==> config.mk <==
export PLATFORM = sky130hd
export DESIGN_NAME = adc_controller
export DESIGN_NICKNAME = d
export VERILOG_FILES = /design/src/rtl/adc_controller.sv
export SDC_FILE = /design/constraint.sdc
export NUM_CORES = 1
export LEC_CHECK = 0
export CAP_MARGIN = 20
export CORE_MARGIN = 2
export CORE_UTILIZATION = 45
export DETAILED_ROUTE_END_ITERATION = 12
export HOLD_SLACK_MARGIN = 0.05
export MAX_ROUTING_LAYER = met4
export PLACE_DENSITY = 0.75
export SETUP_SLACK_MARGIN = 0.4
export SYNTH_ARGS = -nofsm -noshare
export SYNTH_HDL_FRONTEND = slang
export SYNTH_SLANG_ARGS = --single-unit
export TNS_END_PERCENT = 1
==> constraint.sdc <==
create_clock -name clk -period 6.75 [get_ports clk]
set_clock_uncertainty 0.2 [all_clocks]
set_input_delay 1.0125 -clock clk [delete_from_list [all_inputs] [get_ports clk]]
set_output_delay 1.0125 -clock clk [all_outputs]
set_load 0.05 [all_outputs]
==> src/rtl/adc_controller.sv <==
// rtl/adc_controller.sv - I2S receive master for the stereo audio ADC
//
// Generates the ADC clocks (mclk_adc, sclk_adc, lrck_adc) from clk and
// deserializes sdata_adc MSB-first into left/right samples, one-bit I2S delay.
//
// Ports:
//   clk           in   system clock, all logic on rising edge
//   rst           in   asynchronous active-high reset
//   sdata_adc     in   serial data, changes after sclk_adc falling edges
//   mclk_adc      out  ADC master clock, clk/2
//   sclk_adc      out  bit clock, clk/(2*SCLK_HALF)
//   lrck_adc      out  word select, 0 = left, 1 = right
//   data_adc_chL  out  last complete left sample
//   data_adc_chR  out  last complete right sample
//   data_valid    out  one-cycle strobe when both channel outputs update
module adc_controller #(
  parameter int DATA_W      = 24,
  parameter int BITS_PER_CH = 32,
  parameter int SCLK_HALF   = 2
) (
  input  logic              clk,
  input  logic              rst,
  input  logic              sdata_adc,
  output logic              mclk_adc,
  output logic              sclk_adc,
  output logic              lrck_adc,
  output logic [DATA_W-1:0] data_adc_chL,
  output logic [DATA_W-1:0] data_adc_chR,
  output logic              data_valid
);

  localparam int DIV_W = (SCLK_HALF > 1) ? $clog2(SCLK_HALF) : 1;
  localparam int CNT_W = (BITS_PER_CH > 1) ? $clog2(BITS_PER_CH) : 1;

  localparam logic [DIV_W-1:0] DIV_LAST = DIV_W'(SCLK_HALF - 1);
  localparam logic [CNT_W-1:0] SLOT_LAST = CNT_W'(BITS_PER_CH - 1);
  localparam logic [CNT_W-1:0] SLOT_LSB = CNT_W'(DATA_W);

  logic              mclk_q, mclk_d;
  logic [DIV_W-1:0]  div_q, div_d;
  logic              sclk_q, sclk_d;
  logic [CNT_W-1:0]  bit_q, bit_d;
  logic              lrck_q, lrck_d;
  logic [DATA_W-1:0] shift_q, shift_d;
  logic [DATA_W-1:0] left_q, left_d;
  logic [DATA_W-1:0] chl_q, chl_d;
  logic [DATA_W-1:0] chr_q, chr_d;
  logic              valid_q, valid_d;
  // Word-complete flag raised at the LSB capture edge; the word is moved
  // out on the following edge, tagged with the channel it belonged to
  // (lrck may toggle on that very edge when BITS_PER_CH = DATA_W+1).
  logic              done_q, done_d;
  logic              done_right_q, done_right_d;

  logic wrap, rise, fall;

  always_comb begin
    wrap = (div_q == DIV_LAST);
    rise = wrap && !sclk_q;
    fall = wrap && sclk_q;

    mclk_d       = ~mclk_q;
    div_d        = wrap ? '0 : div_q + DIV_W'(1);
    sclk_d       = wrap ? ~sclk_q : sclk_q;
    bit_d        = bit_q;
    lrck_d       = lrck_q;
    shift_d      = shift_q;
    left_d       = left_q;
    chl_d        = chl_q;
    chr_d        = chr_q;
    valid_d      = 1'b0;
    done_d       = 1'b0;
    done_right_d = done_right_q;

    if (fall) begin
      if (bit_q == SLOT_LAST) begin
        bit_d  = '0;
        lrck_d = ~lrck_q;
      end else begin
        bit_d = bit_q + CNT_W'(1);
      end
    end

    // Slot 0 is the I2S delay bit; slots past the LSB are padding.
    if (rise && (bit_q != '0) && (bit_q <= SLOT_LSB)) begin
      shift_d = {shift_q[DATA_W-2:0], sdata_adc};
    end

    if (rise && (bit_q == SLOT_LSB)) begin
      done_d       = 1'b1;
      done_right_d = lrck_q;
    end

    if (done_q) begin
      if (done_right_q) begin
        chr_d   = shift_q;
        chl_d   = left_q;
        valid_d = 1'b1;
      end else begin
        left_d = shift_q;
      end
    end
  end

  always_ff @(posedge clk or posedge rst) begin
    if (rst) begin
      mclk_q       <= 1'b0;
      div_q        <= '0;
      sclk_q       <= 1'b0;
      bit_q        <= '0;
      lrck_q       <= 1'b0;
      shift_q      <= '0;
      left_q       <= '0;
      chl_q        <= '0;
      chr_q        <= '0;
      valid_q      <= 1'b0;
      done_q       <= 1'b0;
      done_right_q <= 1'b0;
    end else begin
      mclk_q       <= mclk_d;
      div_q        <= div_d;
      sclk_q       <= sclk_d;
      bit_q        <= bit_d;
      lrck_q       <= lrck_d;
      shift_q      <= shift_d;
      left_q       <= left_d;
      chl_q        <= chl_d;
      chr_q        <= chr_d;
      valid_q      <= valid_d;
      done_q       <= done_d;
      done_right_q <= done_right_d;
    end
  end

  assign mclk_adc     = mclk_q;
  assign sclk_adc     = sclk_q;
  assign lrck_adc     = lrck_q;
  assign data_adc_chL = chl_q;
  assign data_adc_chR = chr_q;
  assign data_valid   = valid_q;

endmodule

# Word-level counts from Yosys, hierarchy flattened
# Cells that the tools add are included.
[word_totals]
input_bits = 3
out_inout_bits = 52
ff_bits = 108
[op_classes]
mux = 5
addsub = 2
eq_ne = 2
order_cmp = 1
bitwise_logic = 4
n_reduce_logical = 10
[op_table]
columns = ["operator", "count"]
rows = [
  ["$eq A5 B5 Y1 const B", 2],
  ["$reduce_and A2 Y1", 3],
  ["$add A5 B1 Y5 const B", 1],
  ["$le A5 B5 Y1 const B", 1],
  ["$logic_and A1 B1 Y1", 5],
  ["$mux W5", 1],
  ["$reduce_bool A5 Y1", 1],
  ["$mux W1", 4],
  ["$not A1 Y1", 4],
  ["$add A1 B1 Y1 const B", 1],
  ["$logic_not A1 Y1", 1],
]

# Longest topological paths before layout
# Gate-level depths: netlist of the first run.
[depth]
depth_word = 4
depth_mapped = 6

# Least setup slack after synthesis of the first run
# No wires, ideal clock.
[synth_timing]
path_kind = "reg-to-reg"
startpoint = "reg bit_q[0]"
endpoint = "reg shift_q[0]"
path_stages_with_launch = 7
path_buffers = 1
required_time_ns = 6.425
slack_ns = 4.750
period_less_slack_ns = 2.000
t_arrival_ns = 1.675
path_cell_list = "dfrtp_1 > inv_1 > ha_1 > nor4b_2 > a211oi_4 > buf_6 > mux2_4"
[synth_via]
elab_chain_len = 3
elab_cells_between_ends = 4
classes_between = "order compare (1); reduce/logical (3)"
[synth_lines]
columns = ["item", "line", "rtl"]
rows = [
  ["start, declared", "42", "logic [CNT_W-1:0] bit_q, bit_d;"],
  ["start signal, assigned", "123", "bit_q <= bit_d;"],
  ["parallel branches: the longest is 2 deep, another holds $le A5 B5 Y1", "--", ""],
  ["$logic_and A1 B1 Y1 (*)", "85", "if (rise && (bit_q != '0) && (bit_q <= SLOT_LSB)) begin"],
  ["end signal, assigned", "125", "shift_q <= shift_d;"],
  ["end, declared", "44", "logic [DATA_W-1:0] shift_q, shift_d;"],
]
# Mark *: on every way between the ends.
# A chain may end at the register's enable or synchronous reset.

# Worst setup path in the final report of the first run
[layout_timing]
startpoint = "reg sclk_q (netlist: sclk_adc)"
endpoint = "out sclk_adc"
[layout_rtl]
columns = ["item", "line", "rtl"]
rows = [
  ["start, declared", "41", "logic sclk_q, sclk_d;"],
  ["start signal, assigned", "122", "sclk_q <= sclk_d;"],
  ["end, declared", "25", "output logic sclk_adc,"],
]
# No word-level cell between the ends.

==> results of run 1 <==
where the power goes:
group	internal, uW	switching [uW]	leakage (uW)
Combinational	6.29	12.7	0.00102
Clock	173	210	0.0000897
Sequential	650	3.70	0.00147
cell usage after synthesis, types with 2 or more instances:
cell	instances
nand3_1	2
inv_1	6
mux2_2	78
buf_2	5
nand2_1	6
ha_1	3
dfrtp_1	108
mux2_4	20
nand2b_1	4
o21ai_0	5
buf_6	2
clkbuf_1	3
logic make-up (layout without fill, tap and decap cells):
kind of cell,after synthesis,count (layout),share of synthesized area [%]
AO/OA/AOI/OAI,6,6,1.07
XOR/XNOR,2,2,0.417
adder cells (fa/ha/maj),3,3,0.894
buffers and inverters,16,80,1.94
flip-flops,108,108,64.4
multiplexers,99,99,28.3
AND/OR/NAND/NOR,20,20,2.98
flip-flops by register name (all words and copies together), names as in the netlist, 5 cells and up:
name and flops:
data_adc_chL 24, bit_q 5, shift_q 24, left_q 24, data_adc_chR 24
per-stage QoR:
step	setup slack (ns)	cell area [sq um]	hold slack, ns	total power [uW]
finish	3.91	5060	0.215	1060
global route	3.84	5060	0.239	1100
CTS	3.89	5060	0.223	1070
detailed placement	3.84	4870	0.210	687
global placement	3.87	4850	0.212	686
floorplan	2.69	4200	0.275	680
layout make-up:
class	instances	area, sq um	area share [%]
clock inverter	5	62.6	1.24
timing repair buffer	58	583	11.5
tap	111	139	2.74
inverter	6	25.0	0.495
clock buffer	11	131	2.60
sequential	108	2700	53.4
multi-input combinational	130	1420	28.0
per-layer routing:
layer	track usage (%)	vias to the layer above
li1	-	1004
met1	18.1	1123
met2	22.6	41
met3	4.65	6
met4	4.11	0
met5	-	-
worst max-delay path by stage:
stage,to,slack (ns),cells after the start
after floorplan,bit_q[0]$_DFFE_PP0P_,2.69,1
final,sclk_adc,3.91,1
after global routing,sclk_adc,3.84,1
after detailed placement,data_adc_chR[0]$_DFFE_PP0P_,3.84,3
after global placement,data_adc_chR[2]$_DFFE_PP0P_,3.87,3
after CTS,sclk_adc,3.89,1
==> summary.md, run 1 <==
| Metric | Value |
|---|---|
| Util after Layout | 55.3% |
| Max Buffers Root-to-Sink | 2 |
| Die X | 101 um |
| Top-area cell type share of the netlist area | 64.4% |
| Post-DP HPWL | 4260 um |
| Die H | 101 um |
| Clock transition at the registers of the reported paths | 0.09 ns |
| Core box area | 0.00915 sq mm |
| P&R area growth vs syn | 20.5% |
| Commonest cells after routing, fill and taps aside | dfrtp_1 (108), mux2_2 (78), clkdlybuf4s50_1 (54), mux2_4 (20), clkbuf_8 (9) |
| Headroom to the max-slew limit | 49.4% |
| Worst-path cell chain | clkdlybuf4s50_1 |
| Worst setup SP type | flip-flop |
| Max-cap viol count | 0 |
| Antenna-violating nets left | 0 |
| WP buf/inv | 1 |
| CTS Root Cell | clkbuf_8 |
| Clk sink count | 108 |
| Mapped cell area | 0.00420 sq mm |
| Largest net degree at the start of global routing | 64 |
| Routability cong. | 0.697 |
| Final setup TNS | 0 ns |
| Fin crit period | 2.84 ns |
| R2R depth | 6 |
| Ranking of synthesized cells by area | dfrtp_1 (64%), mux2_2 (21%), mux2_4 (7.2%) |
| Unrepaired setup endpoints after global routing | false |
| Full die area | 0.0101 sq mm |
| Worst Setup SP | sclk_adc$_DFFE_PP0P_ |
| Worst VDD drop | 0.117 mV |
| Synth Warn # | 0 |
| WS Path Type | reg -> out |
| Nets | 319 |
| Syn nets | 260 |
| FMAX | 0.353 GHz |
| Reg-to-reg setup timing slack | 4.54 ns |
| Detailed Route WL | 6530 um |
| Number of CTS-inserted buffers | 9 |
| Cell count after synthesis | 254 |
| Reg-to-Reg End | shift_q[18]$_DFFE_PP0P_ |
| PwrDens | 209 mW/mm^2 |
| Top cell type by total area after synthesis | dfrtp_1 |
| CTS tree | built |
| Ratio of cells with drive above 1 in the final layout | 39.0% |
| Post-synth EDFFs | 0 |
| Period utilization | 42.0% |
| Hold bufs inserted after CTS | 0 |
| Core Rows | 35 |
| WL met1 | 2970 um |
| Number of port buffers | 54 |
| Synth async-reset ratio | 100% |
| Met3 wire len | 224 um |
| Cell Count, Final, Fillers Out | 429 |
| Top FF cell, synth | dfrtp_1 |
| Register area share after synthesis | 64.4% |
| Post-placement cell count | 413 |
| Max FO, Critical Path | 6 |
| Worst Path Required | 5.54 ns |
| CP delay by family, top | buffers and inverters |
| Hold depth | 1 |
| Fill count | 729 |
| Mapped Avg Cell Area | 16.5 sq um |
| Most common cell after layout, fill and taps aside | dfrtp_1 |
| Final setup fails | 0 |
| Synthesized flop and latch total | 108 |
| Total global-route track usage | 14.4% |
| Diodes inserted | 0 |
| Detailed-route via count | 2174 |
| FF-to-FF Start | bit_q[0]$_DFFE_PP0P_ |
| Post-synthesis cell type count | 24 |
| Avg WL per Cell | 15.2 um |
| Slew of the pin with the lowest slew margin | 0.759 ns |
| Hold endpoint | mclk_adc$_DFF_PP0_ |
| Status | finished, final reports clean |
| Initial antenna violation count | 0 |
| TritonRoute pass-1 iters | 4 |
| Initial core utilization | 45.9% |
| H-tree Lvls | 3 |
| Hold/Removal Path Class | reg -> reg |
| First DRT Iteration DRCs | 42 |
| Ports | 55 |
| CP peak stage delay | 0.83 ns |
| Post-CTS setup buffers | 0 |
| Vias in the first global route | 2265 |
| Highest routed layer | met4 |
| Routed wl met2 | 3270 um |
| Final slew viol count | 0 |
| Endpoint class of the critical path | output port |
| First-pass GRT wire length | 11000 um |
| Final hold vios | 0 |
| CP arrival | 1.62 ns |
| Hold Startpoint | mclk_adc$_DFF_PP0_ |
| DRC viols | 0 |
| Worst-skew pair later-pin latency | 0.36 ns |
| Post-CTS Resized | 0 |
| Crit-path slowest cell | clkdlybuf4s50_1 |
| Routed vias/inst | 5.07 |
| Leakage | 0.00257 uW |
| Grt total ovfl | 0 |
Note: power is estimated with default switching activity, not from simulation.
==> run 2, diff against run 1 <==
--- a/config.mk
+++ b/config.mk
@@ -11,7 +11,7 @@
 export DETAILED_ROUTE_END_ITERATION = 12
 export HOLD_SLACK_MARGIN = 0.05
 export MAX_ROUTING_LAYER = met4
-export PLACE_DENSITY = 0.75
+export PLACE_DENSITY = 0.78
 export SETUP_SLACK_MARGIN = 0.4
 export SYNTH_ARGS = -nofsm -noshare
 export SYNTH_HDL_FRONTEND = slang
==> constraint.sdc (replaced) <==
create_clock -name clk -period 2.6 [get_ports clk]
set_clock_uncertainty 0.2 [all_clocks]
set_input_delay 0.39 -clock clk [delete_from_list [all_inputs] [get_ports clk]]
set_output_delay 0.39 -clock clk [all_outputs]
set_load 0.05 [all_outputs]
==> summary.md, run 2 (synthesis gave the netlist of run 1 again) <==
| Metric | Value |
|---|---|
| Status | finished, final reports clean |
| Core box area | 0.00915 sq mm (unchanged) |
| CTS Root Cell | clkbuf_8 |
| Final setup TNS | 0 ns (unchanged) |
| Max Buffers Root-to-Sink | 2 (unchanged) |
| Fin crit period | 2.14 ns |
| Antenna-violating nets left | 0 (unchanged) |
| Clk sink count | 108 (unchanged) |
| Worst VDD drop | 0.327 mV (+180%) |
| Slew of the pin with the lowest slew margin | 0.555 ns (-0.205 ns) |
| P&R area growth vs syn | 21.5% |
| Hold/Removal Path Class | reg -> reg |
| Largest net degree at the start of global routing | 109 (+70%) |
| Final slew viol count | 0 (unchanged) |
| Core Rows | 35 (unchanged) |
| Hold slack | 0.225 ns (+0.00985 ns) |
| CTS tree | built |
| FF-to-FF Start | bit_q[0]$_DFFE_PP0P_ |
| Final hold vios | 0 (unchanged) |
| Total global-route track usage | 14.6% (+0.15 points) |
| H-tree Lvls | 3 (unchanged) |
| Routability cong. | 0.719 (+3.2%) |
| Max FO, Critical Path | 2 (-4) |
| Ports | 55 (unchanged) |
| Nets | 320 (+0.31%) |
| Die X | 101 um (unchanged) |
| CP arrival | 1.55 ns (-0.07 ns) |
| Worst-skew pair later-pin latency | 0.35 ns (about the same) |
| Worst setup SP type | flip-flop |
| Grt total ovfl | 0 (unchanged) |
| Util after Layout | 55.7% (+0.46 points) |
| Power after layout | 2750 uW (+160%) |
| DRC viols | 0 (unchanged) |
| Commonest cells after routing, fill and taps aside | dfrtp_1 (108), mux2_2 (78), clkdlybuf4s50_1 (52), mux2_4 (20), clkbuf_8 (10) |
| Clock transition at the registers of the reported paths | 0.10 ns (about the same) |
| Most common cell after layout, fill and taps aside | dfrtp_1 |
| CP peak stage delay | 0.82 ns (about the same) |
| FMAX | 0.467 GHz |
| Headroom to the max-slew limit | 63.0% (+14 points) |
| Detailed-route via count | 2157 (-0.78%) |
| Period utilization | 82.3% |
| Vias in the first global route | 2245 (-0.88%) |
| Post-CTS setup buffers | 0 (unchanged) |
| WP buf/inv | 1 (unchanged) |
| Worst-path cell chain | clkdlybuf4s50_1 |
| PwrDens | 540 mW/mm^2 (+160%) |
| Full die area | 0.0101 sq mm (unchanged) |
| Pre-CTS setup slack | 0.496 ns (-3.35 ns) |
| Ratio of cells with drive above 1 in the final layout | 39.8% (+0.82 points) |
| Worst Path Required | 2.01 ns (-3.53 ns) |
| Final worst slack | 0.461 ns (-3.45 ns) |
| Post-DP HPWL | 4310 um (+1.1%) |
| Detailed Route WL | 6620 um (+1.4%) |
| Hold Startpoint | mclk_adc$_DFF_PP0_ |
| Initial antenna violation count | 0 (unchanged) |
| Avg WL per Cell | 15.4 um (+1.1%) |
| Worst Setup SP | data_adc_chL[23]$_DFFE_PP0P_ |
| TritonRoute pass-1 iters | 4 (unchanged) |
| Crit-path slowest cell | clkdlybuf4s50_1 |
| Unrepaired setup endpoints after global routing | true |
| CP delay by family, top | buffers and inverters |
| Diodes inserted | 0 (unchanged) |
| Die H | 101 um (unchanged) |
| First DRT Iteration DRCs | 56 (+33%) |
| Leakage | 0.00262 uW (+1.7%) |
| Max-cap viol count | 0 (unchanged) |
| Number of CTS-inserted buffers | 9 (unchanged) |
| First-pass GRT wire length | 11200 um (+1.6%) |
| Initial core utilization | 45.9% (unchanged) |
| Routed vias/inst | 5.02 (-1.0%) |
| Final setup fails | 0 (unchanged) |
| Number of port buffers | 54 (unchanged) |
| WS Path Type | reg -> out |
| Endpoint class of the critical path | output port |
==> run 2: per-stage QoR <==
step	cell area, sq um	std cells
5_1_grt	5100	430
3_5_place_dp	4900	414
2_1_floorplan	4200	254
6_report	5100	430
3_3_place_gp	4900	414
4_1_cts	5100	430
==> run 2: area by class of cell <==
type	count	area, sq um
Clock buffer	10	138
Tap cell	111	139
Multi-Input combinational cell	130	1420
Timing Repair Buffer	59	617
Inverter	6	26.3
Sequential cell	108	2700
Fill cell	710	4050
Clock inverter	6	63.8
==> run 2: final timing paths <==
check / end / slack [ns] / cells after the start
max: data_adc_chL[23] / 0.46 / 1
min: mclk_adc$_DFF_PP0_ / 0.22 / 1
max reg2reg: shift_q[18]$_DFFE_PP0P_ / 0.48 / 6
min reg2reg: mclk_adc$_DFF_PP0_ / 0.22 / 1
max in group asynchronous: data_adc_chR[6]$_DFFE_PP0P_ / 1.45 / 3
min in group asynchronous: data_adc_chR[17]$_DFFE_PP0P_ / 0.34 / 3
==> run 2: per-layer routing <==
layer | wire (um) | vias to the layer above | global-route usage, % | share of wire, %
met2 | 3220 | 37 | 22.8 | 49
li1 | - | 1001 | - | -
met3 | 206 | 8 | 3.05 | 3.1
met4 | 73 | 0 | 5.06 | 1.1
met1 | 3120 | 1111 | 19.0 | 47
met5 | 0 | - | - | 0
==> run 2: power breakdown <==
group          internal [uW]  switching [uW]
Clock                    470             533
Combinational           18.5            34.1
Sequential              1690            10.2
Total                   2180             578
==> run 2: what timing repair did <==
action                     in CTS  in global routing
hold buffers                    0                  0
setup endpoints to repair       1                  5
gates resized for setup         1                  1
